**config.mk**
```make
export PLATFORM = sky130hd
export DESIGN_NAME = bcd_keypad_calc
export DESIGN_NICKNAME = d
export VERILOG_FILES = /design/src/rtl/bcd_calc_pkg.sv /design/src/rtl/key_debounce.sv /design/src/rtl/bcd_keypad_calc.sv
export SDC_FILE = /design/constraint.sdc
export NUM_CORES = 1
export LEC_CHECK = 0
export ABC_CLOCK_PERIOD_IN_PS = 7500
export CORE_ASPECT_RATIO = 1.75
export CORE_MARGIN = 2
export CORE_UTILIZATION = 37
export DETAILED_ROUTE_END_ITERATION = 6
export PLACE_DENSITY_LB_ADDON = 0.15
export SYNTH_ARGS = -nofsm -noshare
export SYNTH_HDL_FRONTEND = slang
export SYNTH_SLANG_ARGS = --single-unit
```
**constraint.sdc**
```tcl
create_clock -name clk -period 7.5 [get_ports clk]
set_input_delay 1.5 -clock clk [delete_from_list [all_inputs] [get_ports clk]]
set_output_delay 1.5 -clock clk [all_outputs]
set_load 0.02 [all_outputs]
```
**src/rtl/bcd_calc_pkg.sv**
```systemverilog
// Shared types, keypad codes and the single-digit BCD add/subtract helper
// used by the keypad calculator.
package bcd_calc_pkg;

    typedef enum logic [2:0] {
        IDLE,
        OPA,
        OPB,
        CALC,
        SHOW
    } state_t;

    localparam logic [3:0] KEY_ADD = 4'hA;
    localparam logic [3:0] KEY_SUB = 4'hB;
    localparam logic [3:0] KEY_CLR = 4'hC;
    localparam logic [3:0] KEY_EQ  = 4'hE;

    // One BCD digit of add (carry in/out) or subtract (borrow in/out).
    // Returns {carry_or_borrow, digit}.
    function automatic logic [4:0] bcd_digit_addsub(
        input logic [3:0] a,
        input logic [3:0] b,
        input logic       cin,
        input logic       sub
    );
        logic [4:0] t;
        logic [4:0] r;
        if (sub) begin
            t = {1'b0, a} - {1'b0, b} - {4'b0000, cin};
            if (t[4]) begin
                r = {1'b1, t[3:0] + 4'd10};
            end else begin
                r = {1'b0, t[3:0]};
            end
        end else begin
            t = {1'b0, a} + {1'b0, b} + {4'b0000, cin};
            if (t > 5'd9) begin
                r = {1'b1, t[3:0] + 4'd6};
            end else begin
                r = {1'b0, t[3:0]};
            end
        end
        return r;
    endfunction

endpackage

```
**src/rtl/key_debounce.sv**
```systemverilog
// Keypad debouncer: emits a one-cycle press pulse with the captured code once
// the key has been held for DEBOUNCE_CYCLES clocks, then re-arms only after
// the key has been released for DEBOUNCE_CYCLES clocks.
module key_debounce #(
    parameter int DEBOUNCE_CYCLES = 16
) (
    input  logic       clk,
    input  logic       rst_n,
    input  logic       key_pressed,
    input  logic [3:0] key_code,
    output logic       press,
    output logic [3:0] code
);

    localparam int CW = $clog2(DEBOUNCE_CYCLES);
    localparam logic [CW-1:0] LAST = CW'(DEBOUNCE_CYCLES - 1);

    logic [CW-1:0] cnt;
    logic          wait_release;

    // Count consecutive samples at the level being waited for; any
    // opposite-level sample restarts the count.
    always_ff @(posedge clk or negedge rst_n) begin
        if (!rst_n) begin
            cnt          <= '0;
            wait_release <= 1'b0;
            press        <= 1'b0;
            code         <= 4'h0;
        end else begin
            press <= 1'b0;
            if (!wait_release) begin
                if (key_pressed) begin
                    if (cnt == LAST) begin
                        press        <= 1'b1;
                        code         <= key_code;
                        wait_release <= 1'b1;
                        cnt          <= '0;
                    end else begin
                        cnt <= cnt + 1'b1;
                    end
                end else begin
                    cnt <= '0;
                end
            end else begin
                if (!key_pressed) begin
                    if (cnt == LAST) begin
                        wait_release <= 1'b0;
                        cnt          <= '0;
                    end else begin
                        cnt <= cnt + 1'b1;
                    end
                end else begin
                    cnt <= '0;
                end
            end
        end
    end

endmodule

```
**src/rtl/bcd_keypad_calc.sv**
```systemverilog
// Keypad BCD calculator: collects two DIGITS-digit operands from debounced
// key events and adds (or subtracts) them one digit per clock.
// Optional feature macro: BCD_CALC_SUB_EN enables the B (subtract) key and
// the neg output; without it B is ignored and neg stays 0.
module bcd_keypad_calc
    import bcd_calc_pkg::*;
#(
    parameter int DIGITS          = 3,
    parameter int DEBOUNCE_CYCLES = 16
) (
    input  logic                    clk,
    input  logic                    rst_n,
    input  logic                    key_pressed,
    input  logic [3:0]              key_code,
    output logic [4*(DIGITS+1)-1:0] disp_bcd,
    output logic                    neg,
    output logic                    busy,
    output logic                    done,
    output logic                    entry_err
);

`ifdef BCD_CALC_SUB_EN
    localparam bit SUB_EN = 1'b1;
`else
    localparam bit SUB_EN = 1'b0;
`endif

    localparam int OPW = 4 * DIGITS;
    localparam int RW  = 4 * (DIGITS + 1);
    localparam int CW  = $clog2(DIGITS + 1);
    localparam logic [CW-1:0] FULL     = CW'(DIGITS);
    localparam logic [CW-1:0] LAST_IDX = CW'(DIGITS);

    state_t state, next_state;

    logic           key_evt;
    logic [3:0]     key_val;
    logic [OPW-1:0] op_a, op_b;
    logic [CW-1:0]  cnt_a, cnt_b;
    logic [RW-1:0]  result;
    logic [CW-1:0]  calc_idx;
    logic [CW-1:0]  dig_sel;
    logic           is_sub, swap, carry, neg_q;

    logic is_digit, is_op, is_clr, is_eq, res_msd_zero, a_lt_b;
    logic clear_all, a_new, a_shift, b_shift, to_opb, load_res;
    logic set_err, calc_start, calc_last;
    logic [OPW-1:0] a_shifted, b_shifted;
    logic [3:0]     a_dig, b_dig, x_dig, y_dig;
    logic [4:0]     step;

    key_debounce #(
        .DEBOUNCE_CYCLES(DEBOUNCE_CYCLES)
    ) u_debounce (
        .clk        (clk),
        .rst_n      (rst_n),
        .key_pressed(key_pressed),
        .key_code   (key_code),
        .press      (key_evt),
        .code       (key_val)
    );

    // Key classification, operand shift-in values and the digit-serial datapath slice.
    always_comb begin
        is_digit     = (key_val <= 4'd9);
        is_op        = (key_val == KEY_ADD) || (SUB_EN && (key_val == KEY_SUB));
        is_clr       = (key_val == KEY_CLR);
        is_eq        = (key_val == KEY_EQ);
        res_msd_zero = (result[RW-1 -: 4] == 4'h0);
        a_lt_b       = (op_a < op_b);
        a_shifted    = (op_a << 4) | OPW'(key_val);
        b_shifted    = (op_b << 4) | OPW'(key_val);
        dig_sel      = (calc_idx == '0) ? '0 : (calc_idx - 1'b1);
        a_dig        = op_a[dig_sel*4 +: 4];
        b_dig        = op_b[dig_sel*4 +: 4];
        x_dig        = swap ? b_dig : a_dig;
        y_dig        = swap ? a_dig : b_dig;
        step         = bcd_digit_addsub(x_dig, y_dig, carry, is_sub);
    end

    // State register.
    always_ff @(posedge clk or negedge rst_n) begin
        if (!rst_n) begin
            state <= IDLE;
        end else begin
            state <= next_state;
        end
    end

    // Next-state decode and datapath strobes; key events are only acted on outside CALC.
    always_comb begin
        next_state = state;
        clear_all  = 1'b0;
        a_new      = 1'b0;
        a_shift    = 1'b0;
        b_shift    = 1'b0;
        to_opb     = 1'b0;
        load_res   = 1'b0;
        set_err    = 1'b0;
        calc_start = 1'b0;
        calc_last  = 1'b0;
        unique case (state)
            IDLE: begin
                if (key_evt) begin
                    if (is_digit) begin
                        a_new      = 1'b1;
                        next_state = OPA;
                    end else if (is_clr) begin
                        clear_all = 1'b1;
                    end
                end
            end
            OPA: begin
                if (key_evt) begin
                    if (is_digit) begin
                        if (cnt_a == FULL) set_err = 1'b1;
                        else               a_shift = 1'b1;
                    end else if (is_op) begin
                        to_opb     = 1'b1;
                        next_state = OPB;
                    end else if (is_clr) begin
                        clear_all  = 1'b1;
                        next_state = IDLE;
                    end
                end
            end
            OPB: begin
                if (key_evt) begin
                    if (is_digit) begin
                        if (cnt_b == FULL) set_err = 1'b1;
                        else               b_shift = 1'b1;
                    end else if (is_eq) begin
                        calc_start = 1'b1;
                        next_state = CALC;
                    end else if (is_clr) begin
                        clear_all  = 1'b1;
                        next_state = IDLE;
                    end
                end
            end
            CALC: begin
                if (calc_idx == LAST_IDX) begin
                    calc_last  = 1'b1;
                    next_state = SHOW;
                end
            end
            SHOW: begin
                if (key_evt) begin
                    if (is_digit) begin
                        a_new      = 1'b1;
                        next_state = OPA;
                    end else if (is_op) begin
                        if (res_msd_zero && !neg_q) begin
                            to_opb     = 1'b1;
                            load_res   = 1'b1;
                            next_state = OPB;
                        end
                    end else if (is_clr) begin
                        clear_all  = 1'b1;
                        next_state = IDLE;
                    end
                end
            end
            default: next_state = IDLE;
        endcase
    end

    // Operand entry, error flag and the compare-then-digit-serial calculation.
    always_ff @(posedge clk or negedge rst_n) begin
        if (!rst_n) begin
            op_a      <= '0;
            op_b      <= '0;
            cnt_a     <= '0;
            cnt_b     <= '0;
            result    <= '0;
            calc_idx  <= '0;
            is_sub    <= 1'b0;
            swap      <= 1'b0;
            carry     <= 1'b0;
            neg_q     <= 1'b0;
            entry_err <= 1'b0;
            done      <= 1'b0;
        end else begin
            done <= calc_last;
            if (clear_all) begin
                op_a      <= '0;
                op_b      <= '0;
                cnt_a     <= '0;
                cnt_b     <= '0;
                result    <= '0;
                neg_q     <= 1'b0;
                entry_err <= 1'b0;
            end else if (a_new) begin
                op_a      <= OPW'(key_val);
                cnt_a     <= CW'(1);
                result    <= '0;
                neg_q     <= 1'b0;
                entry_err <= 1'b0;
            end else if (a_shift) begin
                op_a  <= a_shifted;
                cnt_a <= cnt_a + 1'b1;
            end else if (b_shift) begin
                op_b  <= b_shifted;
                cnt_b <= cnt_b + 1'b1;
            end else if (set_err) begin
                entry_err <= 1'b1;
            end else if (to_opb) begin
                op_b      <= '0;
                cnt_b     <= '0;
                entry_err <= 1'b0;
                is_sub    <= (key_val == KEY_SUB);
                if (load_res) begin
                    op_a  <= result[OPW-1:0];
                    cnt_a <= FULL;
                end
            end else if (calc_start) begin
                calc_idx <= '0;
            end else if (state == CALC) begin
                calc_idx <= calc_idx + 1'b1;
                if (calc_idx == '0) begin
                    swap   <= SUB_EN && is_sub && a_lt_b;
                    neg_q  <= SUB_EN && is_sub && a_lt_b;
                    carry  <= 1'b0;
                    result <= '0;
                end else begin
                    result[dig_sel*4 +: 4] <= step[3:0];
                    carry                  <= step[4];
                    if (calc_idx == LAST_IDX) begin
                        result[RW-1 -: 4] <= is_sub ? 4'h0 : {3'b000, step[4]};
                    end
                end
            end
        end
    end

    // Display source follows the state; CALC keeps showing operand B.
    always_comb begin
        disp_bcd = '0;
        unique case (state)
            IDLE, OPA: disp_bcd = {4'h0, op_a};
            OPB, CALC: disp_bcd = {4'h0, op_b};
            SHOW:      disp_bcd = result;
            default:   disp_bcd = '0;
        endcase
    end

    assign busy = (state == CALC);
    assign neg  = SUB_EN ? neg_q : 1'b0;

endmodule

```
==> results of run 1 <==
-- area by class of cell --
| cell class | instances | area (sq um) | area share (%) |
|---|---|---|---|
| clock buffers | 11 | 252.7 | 5.206 |
| clock inverters | 4 | 45.04 | 0.9278 |
| inverters | 21 | 78.83 | 1.624 |
| multi-input cells | 339 | 2431 | 50.08 |
| flip-flops and latches | 63 | 1577 | 32.47 |
| well taps | 132 | 165.2 | 3.402 |
| repair buffers | 33 | 305.3 | 6.289 |
-- worst paths after layout --
check	endpoint	startpoint	slack, ns
max	result[10]	calc_idx[0]	2.95
min	u_debounce.cnt[0]	u_debounce.cnt[0]	0.50
max reg2reg	result[10]	calc_idx[0]	2.95
min reg2reg	u_debounce.cnt[0]	u_debounce.cnt[0]	0.50
max in group asynchronous	op_a[4]	rst_n	5.61
min in group asynchronous	cnt_b[0]	rst_n	1.35
-- power groups by stage --
stage | Clock (mW) | Combinational [mW] | Sequential (mW)
after floorplan | 0 | 0.0582 | 0.358
after global placement | 0 | 0.0811 | 0.363
after CTS | 0.426 | 0.0827 | 0.357
after detailed placement | 0 | 0.0823 | 0.363
final | 0.418 | 0.0820 | 0.357
after global routing | 0.437 | 0.0914 | 0.358
-- kinds of logic (layout without fill, tap and decap cells) --
group,Yosys count,after routing,synth area share [%]
XOR/XNOR,11,11,2.299
buffers and inverters,46,69,4.508
adder cells (fa/ha/maj),21,21,6.450
flip-flops,63,63,37.62
AO/OA/AOI/OAI,128,128,22.31
other,1,1,0.08949
multiplexers,40,40,10.09
AND/OR/NAND/NOR,138,138,16.63
-- layer usage --
layer  up-vias  global-route usage [%]  wire [um]
met5         -                       0          0
li1       1696                       -          -
met1      1752                   21.87       4651
met3        22                   2.779        297
met2        71                   39.43       6773
met4         0                   10.44        510
-- per-stage QoR --
step	utilization [%]	area [sq um]	hold slack, ns	power [mW]
2_1_floorplan	-	4190	0.4592	0.4163
3_3_place_gp	41.04	4557	0.4795	0.4439
3_5_place_dp	41.04	4557	0.4896	0.4454
4_1_cts	43.72	4855	0.4965	0.8663
5_1_grt	43.72	4855	0.5109	0.8869
6_report	43.72	4855	0.5031	0.8577
-- layout by cell type (no fill, tap or decap), drive strengths merged, types with 7 or more instances in the layout --
| master | count |
|---|---|
| a22o | 17 |
| a32o | 9 |
| ha | 20 |
| nand2 | 42 |
| dfrtp | 63 |
| buf | 9 |
| o31ai | 12 |
| nor2 | 25 |
| xnor2 | 7 |
| nand3 | 23 |
| inv | 21 |
| clkdlybuf4s50 | 24 |
| o21ai | 36 |
| mux2 | 9 |
| a21oi | 19 |
| clkbuf | 11 |
| mux2i | 31 |
-- sequential cells by signal, summed over array words and instances (netlist names), 2 cells and up, named ones only --
name,count
result,16
op_a,12
op_b,12
u_debounce.cnt,4
u_debounce.code,4
state,3
calc_idx,2
cnt_a,2
cnt_b,2
-- critical path, delay by kind of cell, from the launching register on --
| family | cells | cell delay, ns |
|---|---|---|
| AO/OA/AOI/OAI | 6 | 1.18 |
| XOR/XNOR | 2 | 0.37 |
| adder cells (fa/ha/maj) | 4 | 1.23 |
| buffers and inverters | 3 | 0.29 |
| flip-flops | 1 | 0.41 |
| multiplexers | 2 | 0.57 |
| AND/OR/NAND/NOR | 2 | 0.39 |
==> results.txt, run 1 <==
Crit share post-route - 60.69%
Peak VDD IR - 0.0001657 V
Synth top cells by count - dfrtp_1, nand2_1, mux2i_1, o21ai_0, nor2_1
Most used cell, CP - ha_1
Cells after Synth - 448
Crit path largest cell delay - 0.58 ns
Slowest cell on crit path - ha_1
Final setup TNS - 0 ns
Worst setup EP type - flip-flop
Clock slew at reported path FFs - 0.06 ns
Worst R2R Path Depth - 19
Number of flops mapped to enable cells by yosys - 0
Dpl cells - 588
Status - completed
Pint - 0.6540 mW
Maxcap violations - 0
Flop pwr share - 41.7%
Vias in the first global route - 3489
Row count - 51
Setup CP Type - flip-flop to flip-flop
Area delta synth->final - 15.86%
Logic pwr share - 9.6%
DRC viols - 0
Leakage - 2.038 nW
Num CTS Buffers - 9
IO Pins - 27
Final Non-Filler Cells - 603
Avg Synthesized Cell Area - 9.353 sq um
Critical Path AT - 4.77 ns
Detailed Route WL - 12.23 mm
CP Data Required Time - 7.72 ns
Post-route ant nets - 0
Worst slack, placed - 2.971 ns
Mapped Nets - 476
Worst hold stages - 1
Final Worst Setup Slack - 2.948 ns
Gr ovfl total - 0
Post-DP HPWL - 9.302 mm
CTS root buffer - clkbuf_16
CP Cell Sequence - inv_1 > ha_1 > mux2i_1 > o21ai_0 > xor2_1 > ha_1 > inv_1 > o211ai_1 > and2_1 > ha_1 > a21oi_4 > xnor2_1 > ha_1 > inv_1 > o221a_2 > and2b_4 > a2bb2oi_4 > mux2_4 > a32o_1
Vias post-DR - 3541
Initial core utilization - 37.74%
CP max FO - 16
Port bufs - 25
Largest net degree at the start of global routing - 64
Die footprint - 12230 sq um
Setup Skew - 0.007153 ns
Num Clock Sinks - 63
PD cells - 176.7 nW/um^2
Slew Limit Fails - 0
FMAX - 219.7 MHz
Slew of the pin with the lowest slew margin - 0.8239 ns
Inserted Diodes - 0
Die Ht - 144.8 um
Post-cts sizing count - 0
Share of cells above drive strength 1 - 10.19%
Worst-Skew Late Latency - 0.33 ns
Global-route wire length before repair - 19.08 mm
CTS tree - yes
Sw Share - 23.75%
Count leader, synth - dfrtp_1
Synth top area share - 37.62%
DR iter-0 viols - 175
DRT Pass-1 Iters - 4
Synth async-reset ratio - 100.0%
Synth Register Bits - 63
Critical path startpoint category - flip-flop
Net Sw Power - 0.2037 mW
RSZ-0062 raised after global routing - no
Clk pwr share - 48.8%
Yosys warns - 0
Nets - 495
Seq/Total Area, Yosys - 37.62%
H-tree levels - 3
Top cells by area, synth - dfrtp_1, mux2i_1, ha_1
Hold crit path type - flip-flop to flip-flop
Slew Limit Headroom - 45.08%
Initial antenna violation count - 0
Largest area contributor in the netlist - dfrtp_1
Netlist Area Pre-Place - 4190 sq um
Post-CTS setup buffer count - 0
Synth unique cells - 64
Clock buffer depth - 2
Tmin final - 4.552 ns
# hold bufs at CTS - 0
Synth Flop Type - dfrtp_1
CORE AREA - 11100 sq um
WL/cell - 20.29 um
Fin. Hold Viols - 0
Routability congestion estimate - 0.8347
Fill count - 1120
Die width - 84.45 um
Vias/cell - 5.872
Final setup fails - 0
Gr usage total - 20.64%
(Power assumes the default switching activity.)
==> run 2, diff against run 1 <==
- ABC_CLOCK_PERIOD_IN_PS: 7500 -> 3700
- clock period: 7.5 -> 3.7 ns (I/O delays scaled with it)
==> run 2 against run 1 <==
Effect of this change:
- core utilization is 3.8 points higher
- final area is 8.7% higher
- clock power is 99% higher
- via count is 6.0% higher
- worst setup slack worse by 2.9 ns
==> results.txt, run 2 (same netlist as run 1, synthesis figures left out) <==
R2R Setup Slk - 0.01 ns
DRT Pass-1 Iters - 5
DR iter-0 viols - 231
Port bufs - 25
Core Util, Final - 47.51%
WHS Endpoint - u_debounce.cnt[0]
Gr usage total - 21.38%
Final instance area - 5275 sq um
Nets - 539
Inserted Diodes - 0
Num Clock Sinks - 63
Routability congestion estimate - 0.8578
Die footprint - 12230 sq um
Commonest non-fill, non-tap cell in the layout - dfrtp_1
# hold bufs at CTS - 0
Gr ovfl total - 0
Tmin final - 3.686 ns
Hold slack - 0.4921 ns
Area delta synth->final - 25.89%
Largest reg by FF count - result
Vias post-DR - 3755
RSZ-0062 raised after global routing - yes
Initial antenna violation count - 0
Flop pwr share - 41.0%
Largest net degree at the start of global routing - 64
Reg2Reg Capture Point - result[10]
Slew of the pin with the lowest slew margin - 0.8138 ns
Cell Area, Placed - 4826 sq um
DRC viols - 0
Crit share post-route - 99.62%
Worst setup EP type - flip-flop
Status - completed
CP Data Required Time - 3.91 ns
Die width - 84.45 um
Die Ht - 144.8 um
Max reg flops - 16
Fill count - 1108
Critical Path AT - 3.90 ns
Share of cells above drive strength 1 - 21.12%
CORE AREA - 11100 sq um
Net Sw Power - 0.4203 mW
Dpl cells - 619
Clock slew at reported path FFs - 0.05 ns
Min-delay src - u_debounce.cnt[0]
Pwr Total - 1.766 mW
Detailed Route WL - 12.76 mm
Worst slack, placed - -0.08134 ns
Clock buffer depth - 2
Logic pwr share - 11.9%
WL/cell - 19.69 um
Setup CP Type - flip-flop to flip-flop
Final setup TNS - 0 ns
Final Non-Filler Cells - 648
Slew Limit Headroom - 45.75%
Maxcap violations - 0
Slew Limit Fails - 0
Critical path startpoint category - flip-flop
Worst hold stages - 1
Peak VDD IR - 0.0003250 V
Hold crit path type - flip-flop to flip-flop
Final setup fails - 0
Global-route wire length before repair - 19.99 mm
Vias in the first global route - 3796
Initial core utilization - 37.74%
IO Pins - 27
Worst R2R Path Depth - 19
Sw Share - 23.80%
Num CTS Buffers - 9
Pint - 1.346 mW
Leakage - 2.264 nW
FF-to-FF Start - calc_idx[0]
Setup Skew - 0.008091 ns
Worst-Skew Late Latency - 0.33 ns
Final Worst Setup Slack - 0.01394 ns
Clk pwr share - 47.1%
Commonest non-fill, non-tap cells in the layout - dfrtp_1, buf_4, nand2_1
PD cells - 334.8 nW/um^2
Row count - 51
CTS root buffer - clkbuf_16
Fin. Hold Viols - 0
Post-route ant nets - 0
H-tree levels - 3
Post-DP HPWL - 9.689 mm
Biggest regs - result (16), op_a (12), op_b (12)
FMAX - 271.3 MHz
CP max FO - 6
Vias/cell - 5.795
CTS tree - yes
run 2: cell count changes in the layout (fill, tap and decap cells not counted), moves of 3 or more:
cell	before	now
o21ai_0	29	26
clkbuf_1	0	3
mux2i_1	31	28
ha_1	20	14
mux2i_2	0	3
inv_1	20	17
inv_2	1	4
ha_2	0	4
buf_4	8	51
run 2: worst max-delay path by stage:
stage | startpoint | end | slack [ns] | depth (start not counted)
2_1_floorplan | calc_idx[0] | result[10] | -0.09 | 21
3_3_place_gp | calc_idx[0] | result[2] | -0.01 | 18
3_5_place_dp | calc_idx[1] | result[10] | -0.08 | 18
4_1_cts | calc_idx[0] | result[10] | 0.006 | 19
5_1_grt | calc_idx[1] | result[10] | -0.13 | 18
6_report | calc_idx[0] | result[10] | 0.01 | 19
run 2: power groups by stage:
stage	logic [mW]	registers [mW]	clock network, mW
finish	0.210	0.724	0.832
detailed placement	0.192	0.736	0
global placement	0.189	0.735	0
floorplan	0.122	0.726	0
global route	0.231	0.725	0.870
CTS	0.195	0.724	0.848
run 2: metal layers:
layer	vias to the layer above	GRT usage [%]	wire [um]
li1	1782	-	-
met1	1851	21.99	4691
met2	94	41.90	7020
met3	28	2.779	373
met4	0	10.44	671
met5	-	0	0
run 2: worst max-delay path, cell delays in order (launching register included):
cell	delay, ns
dfrtp_1	0.41
inv_2	0.11
ha_4	0.18
mux2i_2	0.23
o21ai_2	0.10
xor2_1	0.15
ha_2	0.19
inv_2	0.05
o211ai_1	0.10
and2_4	0.18
ha_4	0.16
a21oi_4	0.14
xnor2_2	0.14
ha_2	0.21
inv_2	0.04
o221a_4	0.26
and2b_4	0.17
a2bb2oi_4	0.15
mux2_4	0.34
a32o_1	0.27
run 2: timing repair:
item | in CTS | in global routing
setup buffers | 5 | 8
endpoints found under the hold margin | 0 | 0
gates resized for setup | 3 | 13
pin swaps | 4 | 9
cloned | 0 | 0
endpoints found under the setup margin | 12 | 12
run 2: area by class of cell:
| cell class | instances | area, sq um | share of cell area (%) |
|---|---|---|---|
| clock buffers | 13 | 250.2 | 4.744 |
| flip-flops and latches | 63 | 1577 | 29.89 |
| well taps | 132 | 165.2 | 3.131 |
| multi-input cells | 339 | 2522 | 47.82 |
| inverters | 21 | 78.83 | 1.494 |
| clock inverters | 3 | 42.54 | 0.8065 |
| repair buffers | 77 | 639.4 | 12.12 |
==> run 3, diff against run 2 <==
- SYNTH_HIERARCHICAL: default -> 1
==> run 3 against run 2 <==
Effect of this change:
- synthesized cell count is 1.1% lower
- critical path depth stayed put
- die area is 0.60% higher
- area after synthesis is 0.63% higher
- largest power group is now combinational logic
- non-clock buffer count is 16 lower
- sequential power is 27% higher
- global-route usage is 0.53 points lower
- core utilization is 0.16 points lower
- sequential share of layout area is 0.15 points higher
- register-to-register slack better by 0.09 ns
==> results.txt, run 3 <==
Yosys warns - 6
Number of flops mapped to enable cells by yosys - 0
Logic pwr share - 46.3%
Sw Share - 39.74%
Setup Skew - 0.01427 ns
Routability congestion estimate - 0.8657
Slew of the pin with the lowest slew margin - 0.9807 ns
Clock slew at reported path FFs - 0.06 ns
FMAX - 278.2 MHz
DR iter-0 viols - 277
Nets - 517
Gr usage total - 20.85%
Synth Register Bits - 63
Critical Path AT - 3.83 ns
Grt met1 use - 24.55%
Core Util, Final - 47.35%
Worst setup EP type - flip-flop
Detailed Route WL - 12.48 mm
Fin. Hold Viols - 0
Tmin final - 3.595 ns
Synth async-reset ratio - 100.0%
Num Clock Sinks - 63
Synth top cells by count - dfrtp_1, nor2_1, mux2i_1, nand2_1, o21ai_0
Synth unique cells - 73
Inserted Diodes - 0
CTS tree - yes
Largest area contributor in the netlist - dfrtp_1
Row count - 51
Mapped Nets - 471
Peak VDD IR - 0.0004176 V
Port bufs - 25
CTS root buffer - clkbuf_16
DRT Pass-1 Iters - 5
H-tree levels - 3
Pwr Total - 3.446 mW
Largest reg by FF count - result
Share of cells above drive strength 1 - 21.95%
Flop pwr share - 26.8%
Crit share post-route - 97.15%
Num CTS Buffers - 9
Synth top area share - 37.39%
Setup CP Type - flip-flop to flip-flop
CORE AREA - 11100 sq um
# hold bufs at CTS - 0
Synth Flop Type - dfrtp_1
Top cells by area, synth - dfrtp_1, mux2i_1, ha_1
IO Pins - 27
Vias/cell - 5.891
Seq/Total Area, Yosys - 37.39%
Slew Limit Headroom - 34.12%
Netlist Area Pre-Place - 4217 sq um
Die width - 84.70 um
Initial antenna violation count - 0
CP max FO - 8
Hold crit path type - primary input to async pin
Pint - 2.076 mW
Hold slack - 0.4808 ns
Crit path from - calc_idx[0]
Maxcap violations - 0
Global-route wire length before repair - 19.90 mm
Post-DP HPWL - 9.393 mm
Vias in the first global route - 3681
Die footprint - 12300 sq um
Gr ovfl total - 0
Post-route ant nets - 0
CP Data Required Time - 3.94 ns
Critical path startpoint category - flip-flop
Slew Limit Fails - 0
WL/cell - 19.99 um
Vias post-DR - 3676
FF-to-FF Start - calc_idx[0]
Biggest regs - result (16), op_a (12), op_b (12)
Leakage - 2.315 nW
R2R Setup Slk - 0.11 ns
Count leader, synth - dfrtp_1
Met3 usage - 3.356%
Worst-Skew Late Latency - 0.34 ns
Net Sw Power - 1.369 mW
Cell Area, Placed - 4756 sq um
Cells after Synth - 443
RSZ-0062 raised after global routing - yes
Commonest non-fill, non-tap cells in the layout - dfrtp_1, buf_4, nor2_1
Max reg flops - 16
Die Ht - 145.2 um
Grt peak-use layer - met2
Status - completed
Area delta synth->final - 24.69%
PD cells - 655.4 nW/um^2
Avg Synthesized Cell Area - 9.518 sq um
Initial core utilization - 37.98%
Largest net degree at the start of global routing - 34
M2 GR Usage - 35.94%
Commonest non-fill, non-tap cell in the layout - dfrtp_1
Final setup fails - 0
Clk pwr share - 26.9%
Final instance area - 5258 sq um
DRC viols - 0
Clock buffer depth - 2
[run 3: cell type report]
cell class / count / area (sq um)
flip-flops and latches: 63 / 1579
well taps: 132 / 165.2
clock inverters: 3 / 67.56
fillers: 1073 / 5846
repair buffers: 61 / 515.5
clock buffers: 11 / 252.7
multi-input cells: 332 / 2592
inverters: 22 / 85.08
[run 3: final timing paths]
kind / endpoint / cells past startpoint
max: result[14] / 19
min: u_debounce/code[3] / 1
max reg2reg: result[14] / 19
min reg2reg: u_debounce/cnt[0] / 1
max in group asynchronous: calc_idx[0] / 2
min in group clk: u_debounce/cnt[0] / 1
[run 3: cells by family (layout without fill, tap and decap cells)]
kind of cell             after synthesis  count (layout)  synth area share [%]
adder cells (fa/ha/maj)               21              21                 6.410
flip-flops                            63              63                 37.39
AO/OA/AOI/OAI                        120             120                 22.02
AND/OR/NAND/NOR                      138             138                 16.71
XOR/XNOR                              13              13                 2.700
multiplexers                          39              39                 9.733
other                                  1               1               0.08894
buffers and inverters                 48              97                 4.955
[run 3: power by group through the flow]
stage / registers (mW) / clock network (mW) / logic [mW]
2_1_floorplan: 0.839 / 0 / 1.06
3_3_place_gp: 0.919 / 0 / 1.43
3_5_place_dp: 0.921 / 0 / 1.45
4_1_cts: 0.916 / 0.939 / 1.48
5_1_grt: 0.937 / 0.965 / 1.74
6_report: 0.923 / 0.926 / 1.60
[run 3: per-layer routing]
metal | part of all wire, % | routed length [um]
met1 | 38 | 4731
met2 | 53 | 6576
met3 | 3.9 | 484
met4 | 5.5 | 682
met5 | 0 | 0
[run 3: what timing repair did]
item | CTS | global route
pin swaps | 1 | 5
resized for setup | 6 | 19
buffers inserted | 0 | 8
setup endpoints to repair | 7 | 13
[run 3: stage by stage]
stage / std cells / setup TNS [ns] / setup WS [ns]
final: 624 / 0 / 0.1053
after global routing: 624 / -0.4064 / -0.1129
after global placement: 602 / 0 / 0.06025
after CTS: 616 / 0 / 0.01680
after detailed placement: 602 / -0.1030 / -0.05591
after floorplan: 443 / 0 / 0.006783
[run 3: critical path: stages, from the launching register on]
cell and delay (ns):
dfrtp_2 0.42, ha_4 0.22, mux2i_4 0.26, o21ai_2 0.09, xor2_1 0.17, ha_2 0.21
nor2b_2 0.13, a22oi_2 0.07, nand2_1 0.08, inv_2 0.04, ha_4 0.16, a21oi_4 0.16
xnor2_2 0.15, ha_2 0.25, inv_2 0.05, o221ai_2 0.18, a21boi_4 0.26, nor2_4 0.07
mux2_4 0.34, o41ai_2 0.20
